File: src/rtl/turf_cmd_framer.sv
// TURF->SURF command framer: 32-bit words as 8 nibbles per sysclk phase period.
// Small command FIFO in front; idle word fills periods without a command.
module turf_cmd_framer #(
  parameter logic [31:0] IDLE_WORD  = 32'hA55A_A55A,
  parameter int          FIFO_DEPTH = 4
) (
  input  logic        sysclk,
  input  logic        reset,
  input  logic        sysclk_phase_i,
  input  logic        enable_i,
  input  logic        err_clr_i,
  input  logic [31:0] cmd_tdata,
  input  logic        cmd_tvalid,
  output logic        cmd_tready,
  output logic [3:0]  cmd_par_o,
  output logic        frame_start_o,
  output logic        aligned_o,
  output logic        align_err_o,
  output logic [15:0] cmd_count_o
);

  localparam int AW = (FIFO_DEPTH > 1) ? $clog2(FIFO_DEPTH) : 1;
  localparam int CW = AW + 1;

  typedef enum logic {UNALIGNED, ALIGNED} state_t;

  state_t          state, state_n;
  logic            phase_q;
  logic            toggle;
  logic [2:0]      nib_cnt, nib_n;
  logic [31:0]     sr, sr_n;
  logic [3:0]      par_n;
  logic            fs_n;
  logic            load, adv, err_evt;

  logic [31:0]     mem [FIFO_DEPTH];
  logic [AW-1:0]   wr_ptr, rd_ptr;
  logic [CW-1:0]   occ, occ_n;
  logic            push, pop;
  logic [31:0]     load_word;

  assign toggle    = sysclk_phase_i ^ phase_q;
  assign push      = cmd_tvalid & cmd_tready;
  assign pop       = load & enable_i & (occ != '0);
  assign load_word = pop ? mem[rd_ptr] : IDLE_WORD;
  assign aligned_o = (state == ALIGNED);

  // State register.
  always_ff @(posedge sysclk or posedge reset) begin
    if (reset) state <= UNALIGNED;
    else       state <= state_n;
  end

  // Next state plus the load/advance/error decisions for this edge.
  always_comb begin
    state_n = state;
    load    = 1'b0;
    adv     = 1'b0;
    err_evt = 1'b0;
    unique case (state)
      UNALIGNED: begin
        if (toggle) begin
          state_n = ALIGNED;
          load    = 1'b1;
        end
      end
      ALIGNED: begin
        if (toggle) begin
          load    = 1'b1;
          err_evt = (nib_cnt != 3'd7);
        end else if (nib_cnt == 3'd7) begin
          err_evt = 1'b1;
          state_n = UNALIGNED;
        end else begin
          adv = 1'b1;
        end
      end
      default: state_n = UNALIGNED;
    endcase
  end

  // Next nibble/shift-register values; sr keeps the current nibble at [31:28].
  always_comb begin
    sr_n  = sr;
    nib_n = nib_cnt;
    par_n = 4'd0;
    fs_n  = 1'b0;
    if (load) begin
      sr_n  = load_word;
      nib_n = 3'd0;
      par_n = load_word[31:28];
      fs_n  = 1'b1;
    end else if (adv) begin
      sr_n  = {sr[27:0], 4'd0};
      nib_n = nib_cnt + 3'd1;
      par_n = sr[27:24];
    end
  end

  // Framing datapath, error flag and pop counter.
  always_ff @(posedge sysclk or posedge reset) begin
    if (reset) begin
      phase_q       <= 1'b0;
      sr            <= '0;
      nib_cnt       <= '0;
      cmd_par_o     <= '0;
      frame_start_o <= 1'b0;
      align_err_o   <= 1'b0;
      cmd_count_o   <= '0;
    end else begin
      phase_q       <= sysclk_phase_i;
      sr            <= sr_n;
      nib_cnt       <= nib_n;
      cmd_par_o     <= par_n;
      frame_start_o <= fs_n;
      if (err_evt)        align_err_o <= 1'b1;
      else if (err_clr_i) align_err_o <= 1'b0;
      if (pop) cmd_count_o <= cmd_count_o + 16'd1;
    end
  end

  // Occupancy for the next edge; tready is registered from it.
  always_comb begin
    occ_n = occ;
    if (push && !pop)      occ_n = occ + 1'b1;
    else if (pop && !push) occ_n = occ - 1'b1;
  end

  // FIFO pointers, occupancy and ready.
  always_ff @(posedge sysclk or posedge reset) begin
    if (reset) begin
      wr_ptr     <= '0;
      rd_ptr     <= '0;
      occ        <= '0;
      cmd_tready <= 1'b0;
    end else begin
      if (push) wr_ptr <= wr_ptr + 1'b1;
      if (pop)  rd_ptr <= rd_ptr + 1'b1;
      occ        <= occ_n;
      cmd_tready <= (occ_n != CW'(FIFO_DEPTH));
    end
  end

  // FIFO storage.
  always_ff @(posedge sysclk) begin
    if (push) mem[wr_ptr] <= cmd_tdata;
  end

endmodule
File: config.mk
export PLATFORM = sky130hd
export DESIGN_NAME = turf_cmd_framer
export DESIGN_NICKNAME = d
export VERILOG_FILES = /design/src/rtl/turf_cmd_framer.sv
export SDC_FILE = /design/constraint.sdc
export NUM_CORES = 1
export LEC_CHECK = 0
export ABC_AREA = 0
export CORE_ASPECT_RATIO = 0.9
export CORE_MARGIN = 3
export CORE_UTILIZATION = 51
export CTS_CLUSTER_DIAMETER = 60
export CTS_CLUSTER_SIZE = 16
export DETAILED_ROUTE_END_ITERATION = 6
export PLACE_DENSITY_LB_ADDON = 0.1
export SYNTH_ARGS = -nofsm -noshare
export SYNTH_HDL_FRONTEND = slang
export SYNTH_SLANG_ARGS = --single-unit
export TNS_END_PERCENT = 10
File: constraint.sdc
create_clock -name sysclk -period 4.75 [get_ports sysclk]
set_input_delay 0.95 -clock sysclk [delete_from_list [all_inputs] [get_ports sysclk]]
set_output_delay 0.95 -clock sysclk [all_outputs]
set_load 0.02 [all_outputs]
==> metrics, run 1 <==
outcome=finished, final reports clean; share of total power in the clock network=0.271; async set-reset flop share out of synthesis=0.3298; register share of total power=0.497; Worst Max-Slew Pin Slew=1041 ps; max frequency=308.0 MHz; total core area=0.01421 mm2; setup-violating endpoint count in the final report=0; max-cap violations=0; post-placement cell area=0.008317 mm2; Final Cell Area=0.008862 mm2; count of antenna diodes in the layout=0; total global-route track usage=0.1798; Internal Dissipation=3434 uW; class of the most critical hold timing path=reg2reg; last weighted congestion value of the routability-driven placer=0.7770; vias in the first global route=4026; synthesized area divided by synthesized cell count=16.61 um2; total congestion overflow=0; endpoint type of the worst setup path=register; area enclosed by the die boundary=0.01618 mm2; Num CTS Buffers=17; skew final=6.015 ps; global-route wire length before repair=21830 um; Crit path largest cell delay=900 ps; clock insertion delay at the later pin of the skew report=430 ps; total count of hold-check failures in the final report=0; type of the setup path with the least slack=in2reg; post_cts resized=0; category of the worst setup path launch point=input port; critical path arrival=3600 ps; remaining antenna violation count after routing=0; critical-path cell with the highest stage delay=sky130_fd_sc_hd__and3_1; register area share after synthesis=0.7236; switching share of power=0.2875; count of warnings emitted by yosys=0; area of the mapped netlist=0.007491 mm2; CTS tree=done; Avg WL per Cell=18.15 um; ports placed on the boundary=62; fraction of layout instances using a drive strength above 1=0.1469; floorplan row count=41; proportion of power drawn by combinational gates=0.232; Cell variety after synth=31; final worst-path cycle share=0.6835; Total Nets Final=568; die span in y=121.0 um; initial DRC count=188; Total Routed Length=13140 um; power density over cell area=543.8 mW/mm2; first-pass iteration count of the detailed router=4; max-slew violation count=0; setup repair after global routing missed its margin=false; CTS hold repair buffers=0; Post-CTS Setup Inserts=0; number of standard cells after synthesis=451; effective utilization at floorplan=0.5272; Leak=0.003259 uW; Final TNS setup=0 ps; layout overhead on the synthesized area=18.31%; clock edge transition at the registers on the reported setup and hold paths=70 ps; Max H-tree Level=4; sw power=1386 uW; synthesized flop and latch total=191; average vias per placed instance=5.413; worst slew slack as a fraction of its limit=0.3059; largest net degree at the start of global routing=36; final critical-path required period=3247 ps; cell chain of the critical path=clkdlybuf4s50_1 -> xor2_2 -> buf_4 -> and3_1 -> nand4_1 -> nor2_1 -> xor2_1; Port Buf Inserts=61; maximum ir drop on the vdd rail=0.2922 mV; placed wire-length estimate=8142 um; dominant delay contributor by cell family on the critical path=simple AND/OR/NAND/NOR gates; clk sinks=191; CP bufs+invs=2; required time at the worst-slack endpoint=5100 ps; most instantiated flip-flop cell in the synthesis netlist=sky130_fd_sc_hd__edfxtp_1; number of enable flip-flop cells after synthesis=128; Die Span X=133.8 um; drc violations=0; maximum buffer depth of the clock tree=2; via count=3919; crit-path max FO=26; net count after synthesis=501; CTS Root Cell=sky130_fd_sc_hd__clkbuf_16; initial antenna violation count=0
## worst register-to-register path: stages (launching register included)
cell and delay (ps):
sky130_fd_sc_hd__dfrtp_1 400, sky130_fd_sc_hd__xor2_2 190, sky130_fd_sc_hd__inv_1 490, sky130_fd_sc_hd__ha_1 270
sky130_fd_sc_hd__nand2_1 530, sky130_fd_sc_hd__buf_4 390, sky130_fd_sc_hd__a32o_1 260
## sequential cells by signal, summed over array words and instances, names as in the netlist
name,flops
nib_cnt,3
wr_ptr,2
cmd_par_o,4
mem,128
phase_q,1
align_err_o,1
sr,28
frame_start_o,1
rd_ptr,2
cmd_count_o,16
cmd_tready,1
aligned_o,1
occ,3
## per-layer routing
metal / vias up / track usage / wire (um)
met5: - / 0 / 0
li1: 1830 / - / -
met2: 83 / 0.2790 / 6367
met3: 10 / 0.05058 / 634
met4: 0 / 0.05527 / 174
met1: 1996 / 0.2514 / 5965
## power by group through the flow
stage / sequential (uW) / clock [uW] / combinational (uW)
5_1_grt: 2450 / 1420 / 1230
3_5_place_dp: 2440 / 0 / 1140
6_report: 2400 / 1310 / 1120
2_1_floorplan: 2340 / 0 / 831
4_1_cts: 2410 / 1340 / 1150
3_3_place_gp: 2420 / 0 / 1130
## cell type report
type | instances | area [um2]
clock buffer | 18 | 429.2
clock inverter | 14 | 116.4
fill | 1040 | 5348
inverter | 8 | 30.03
multi-input combinational | 230 | 1944
sequential | 191 | 5423
tap | 193 | 241.5
timing repair buffer | 70 | 678.2
## stage by stage
| stage | hold WS (ps) | setup WS, ps | power [uW] | std cells | util |
|---|---|---|---|---|---|
| finish | 466.4 | 1503 | 4819 | 724 | 0.6237 |
| global placement | 459.1 | 1145 | 3552 | 692 | 0.5853 |
| detailed placement | 455.3 | 1072 | 3578 | 692 | 0.5853 |
| CTS | 468.2 | 1482 | 4896 | 724 | 0.6237 |
| floorplan | 442.7 | 1972 | 3171 | 451 | - |
| global route | 481.1 | 1261 | 5091 | 724 | 0.6237 |
## logic make-up after synthesis
kind of cell	after synthesis	synth area share
DFF	191	0.7236
and+or+nand+nor	109	0.06414
adders and majority gates	12	0.02004
AOI/OAI and AO/OA	42	0.03524
xor gates and xnor gates	23	0.02789
muxes	44	0.1122
buffers and inverters	30	0.01687
## placed cells by master, fill, tap and decap left out, types with 3 or more instances in the layout
master / n
sky130_fd_sc_hd__buf_4: 9
sky130_fd_sc_hd__xnor2_1: 16
sky130_fd_sc_hd__mux2i_1: 12
sky130_fd_sc_hd__a21oi_1: 9
sky130_fd_sc_hd__nor3_1: 4
sky130_fd_sc_hd__clkinv_2: 4
sky130_fd_sc_hd__edfxtp_1: 128
sky130_fd_sc_hd__nor2_1: 24
sky130_fd_sc_hd__clkbuf_16: 17
sky130_fd_sc_hd__xor2_1: 6
sky130_fd_sc_hd__a32o_1: 4
sky130_fd_sc_hd__clkdlybuf4s50_1: 61
sky130_fd_sc_hd__a31oi_1: 12
sky130_fd_sc_hd__clkinv_4: 3
sky130_fd_sc_hd__nand2_1: 58
sky130_fd_sc_hd__o21ai_0: 14
sky130_fd_sc_hd__nand4_1: 7
sky130_fd_sc_hd__inv_1: 7
sky130_fd_sc_hd__mux4_2: 32
sky130_fd_sc_hd__dfrtp_1: 61
sky130_fd_sc_hd__ha_1: 12
sky130_fd_sc_hd__and3_1: 9
## cells in the mapped netlist, types with 2 or more instances
cell                       count  area (um2)
sky130_fd_sc_hd__dfrtp_1      63        1577
sky130_fd_sc_hd__a31oi_1      12       75.07
sky130_fd_sc_hd__mux4_2       32       720.7
sky130_fd_sc_hd__edfxtp_1    128        3844
sky130_fd_sc_hd__and3_1        9       56.30
sky130_fd_sc_hd__nor2_1       24       90.09
sky130_fd_sc_hd__xor2_1        6       52.55
sky130_fd_sc_hd__mux2i_1      12       120.1
sky130_fd_sc_hd__o21ai_0      14       70.07
sky130_fd_sc_hd__xnor2_1      16       140.1
sky130_fd_sc_hd__a32o_1        4       40.04
sky130_fd_sc_hd__ha_1         12       150.1
sky130_fd_sc_hd__inv_1         8       30.03
sky130_fd_sc_hd__nand2_1      58       217.7
sky130_fd_sc_hd__and2_1        2       12.51
sky130_fd_sc_hd__clkbuf_1     12       45.04
sky130_fd_sc_hd__buf_2         8       40.04
sky130_fd_sc_hd__nor3_1        4       20.02
sky130_fd_sc_hd__nand4_1       7       43.79
sky130_fd_sc_hd__a21oi_1       9       45.04
## worst paths after layout
check	end	slack, ps	startpoint	cells past startpoint
worst max register to register	sr[0]	2120	phase_q	6
min in group asynchronous	cmd_tready	920	reset	2
max in group asynchronous	rd_ptr[1]	2940	reset	3
worst min-delay path	cmd_count_o[15]	470	cmd_count_o[15]	1
worst min register to register	cmd_count_o[15]	470	cmd_count_o[15]	1
worst max-delay path	cmd_count_o[15]	1500	sysclk_phase_i	7
Note: power is estimated with default switching activity, not from simulation.
==> run 2: changes to the inputs <==
==> constraint.sdc (replaced) <==
create_clock -name sysclk -period 3.4 [get_ports sysclk]
set_input_delay 0.68 -clock sysclk [delete_from_list [all_inputs] [get_ports sysclk]]
set_output_delay 0.68 -clock sysclk [all_outputs]
set_load 0.02 [all_outputs]
==> metrics, run 2 (synthesis results as in run 1) <==
outcome=finished, final reports clean; class of the most critical hold timing path=reg2reg; most used cells in the layout excluding fill and tap cells=128 x sky130_fd_sc_hd__edfxtp_1, 62 x sky130_fd_sc_hd__dfrtp_1, 61 x sky130_fd_sc_hd__clkdlybuf4s50_1; Worst Max-Slew Pin Slew=810.2 ps; floorplan row count=41; type of the setup path with the least slack=in2reg; initial antenna violation count=0; clock edge transition at the registers on the reported setup and hold paths=60 ps; global-route wire length before repair=22180 um; first-pass iteration count of the detailed router=4; setup repair after global routing missed its margin=false; maximum buffer depth of the clock tree=2; initial DRC count=237; Total Routed Length=13310 um; proportion of power drawn by combinational gates=0.244; vias in the first global route=4153; clock insertion delay at the later pin of the skew report=420 ps; number of cells after detailed placement=696; average vias per placed instance=5.447; switching share of power=0.2875; crit-path max FO=21; post_cts resized=0; non-filler instance count after layout=727; max reg flops=128; endpoint of the lowest-slack register-to-register path=sr[26]; remaining antenna violation count after routing=0; max-slew violation count=0; critical path arrival=2690 ps; endpoint type of the worst setup path=register; placed wire-length estimate=8379 um; final critical-path required period=2366 ps; Post-CTS Setup Inserts=0; area enclosed by the die boundary=0.01618 mm2; sw power=1948 uW; share of total power in the clock network=0.270; skew final=9.762 ps; Die Span X=133.8 um; total power=6776 uW; total congestion overflow=0; Max H-tree Level=4; launch point of the worst hold path=cmd_count_o[15]; CTS hold repair buffers=0; power density over cell area=760.3 mW/mm2; Final TNS setup=0 ps; max-cap violations=0; max frequency=422.6 MHz; category of the worst setup path launch point=input port; post-route core utilization=0.6272; count of antenna diodes in the layout=0; ports placed on the boundary=62; Avg WL per Cell=18.31 um; Num CTS Buffers=17; Leak=0.003288 uW; register share of total power=0.486; Regs by FF count=mem: 128 flops, sr: 28 flops, cmd_count_o: 16 flops; fraction of layout instances using a drive strength above 1=0.1517; Total Nets Final=572; clk sinks=191; Internal Dissipation=4828 uW; largest net degree at the start of global routing=39; last weighted congestion value of the routability-driven placer=0.7576; CTS Root Cell=sky130_fd_sc_hd__clkbuf_16; total core area=0.01421 mm2; effective utilization at floorplan=0.5272; total global-route track usage=0.1811; final worst-path cycle share=0.6960; via count=3960; worst reg2reg startpoint=nib_cnt[0]; setup-violating endpoint count in the final report=0; number of cells on the worst reg-to-reg path=7; total count of hold-check failures in the final report=0; r2r setup slk=1250 ps; worst slew slack as a fraction of its limit=0.4599; most common library cell in the layout ignoring fill and taps=sky130_fd_sc_hd__edfxtp_1; layout overhead on the synthesized area=18.97%; maximum ir drop on the vdd rail=0.4403 mV; drc violations=0; CTS tree=done; die span in y=121.0 um; most flop-heavy register=mem; required time at the worst-slack endpoint=3720 ps; hold path depth=1; Hold Crit Endpoint=cmd_count_o[15]; Port Buf Inserts=61
==> run 2: power groups by stage <==
stage	Sequential (uW)	Combinational, uW	Clock, uW
after floorplan	3270	1160	0
after global placement	3320	1660	0
after CTS	3300	1700	1880
after global routing	3350	1830	1980
after detailed placement	3350	1690	0
final	3290	1660	1830
==> run 2: worst max-delay path by stage <==
stage                                end  depth (start not counted)  slack [ps]            from
final                             sr[26]                          7        1030  sysclk_phase_i
after floorplan                    sr[5]                          8         890  sysclk_phase_i
after global routing      cmd_count_o[7]                          7         860  sysclk_phase_i
after detailed placement          sr[21]                          7         620  sysclk_phase_i
after CTS                         sr[26]                          7        1040  sysclk_phase_i
after global placement    cmd_count_o[5]                          7         680  sysclk_phase_i
==> run 2: critical path, stage by stage <==
cell                              delay [ps]
sky130_fd_sc_hd__clkdlybuf4s50_1         460
sky130_fd_sc_hd__xor2_2                  210
sky130_fd_sc_hd__inv_1                   110
sky130_fd_sc_hd__ha_1                    160
sky130_fd_sc_hd__and2_1                  660
sky130_fd_sc_hd__nand2_1                 160
sky130_fd_sc_hd__a31oi_1                 240
==> run 2: area by class of cell <==
type,instances,area (um2)
inverter,8,30.03
clock buffer,18,429.2
fill,1036,5298
clock inverter,13,112.6
timing repair buffer,74,733.2
multi-input combinational,230,1944
tap,193,241.5
sequential,191,5421
==> run 2: per-stage QoR <==
stage	hold slack (ps)	area (um2)	worst slack (ps)
after floorplan	442.7	7491	892.3
after global placement	456.1	8371	680.1
after detailed placement	457.1	8371	619.7
after CTS	469.6	8912	1039
after global routing	501.3	8912	861.6
final	467.0	8912	1034
==> run 2: layer usage <==
layer / track usage / wire, um / vias up
li1: - / - / 1833
met3: 0.04851 / 514 / 17
met4: 0.06620 / 213 / 0
met1: 0.2423 / 5883 / 2039
met2: 0.2895 / 6701 / 71
met5: 0 / 0 / -
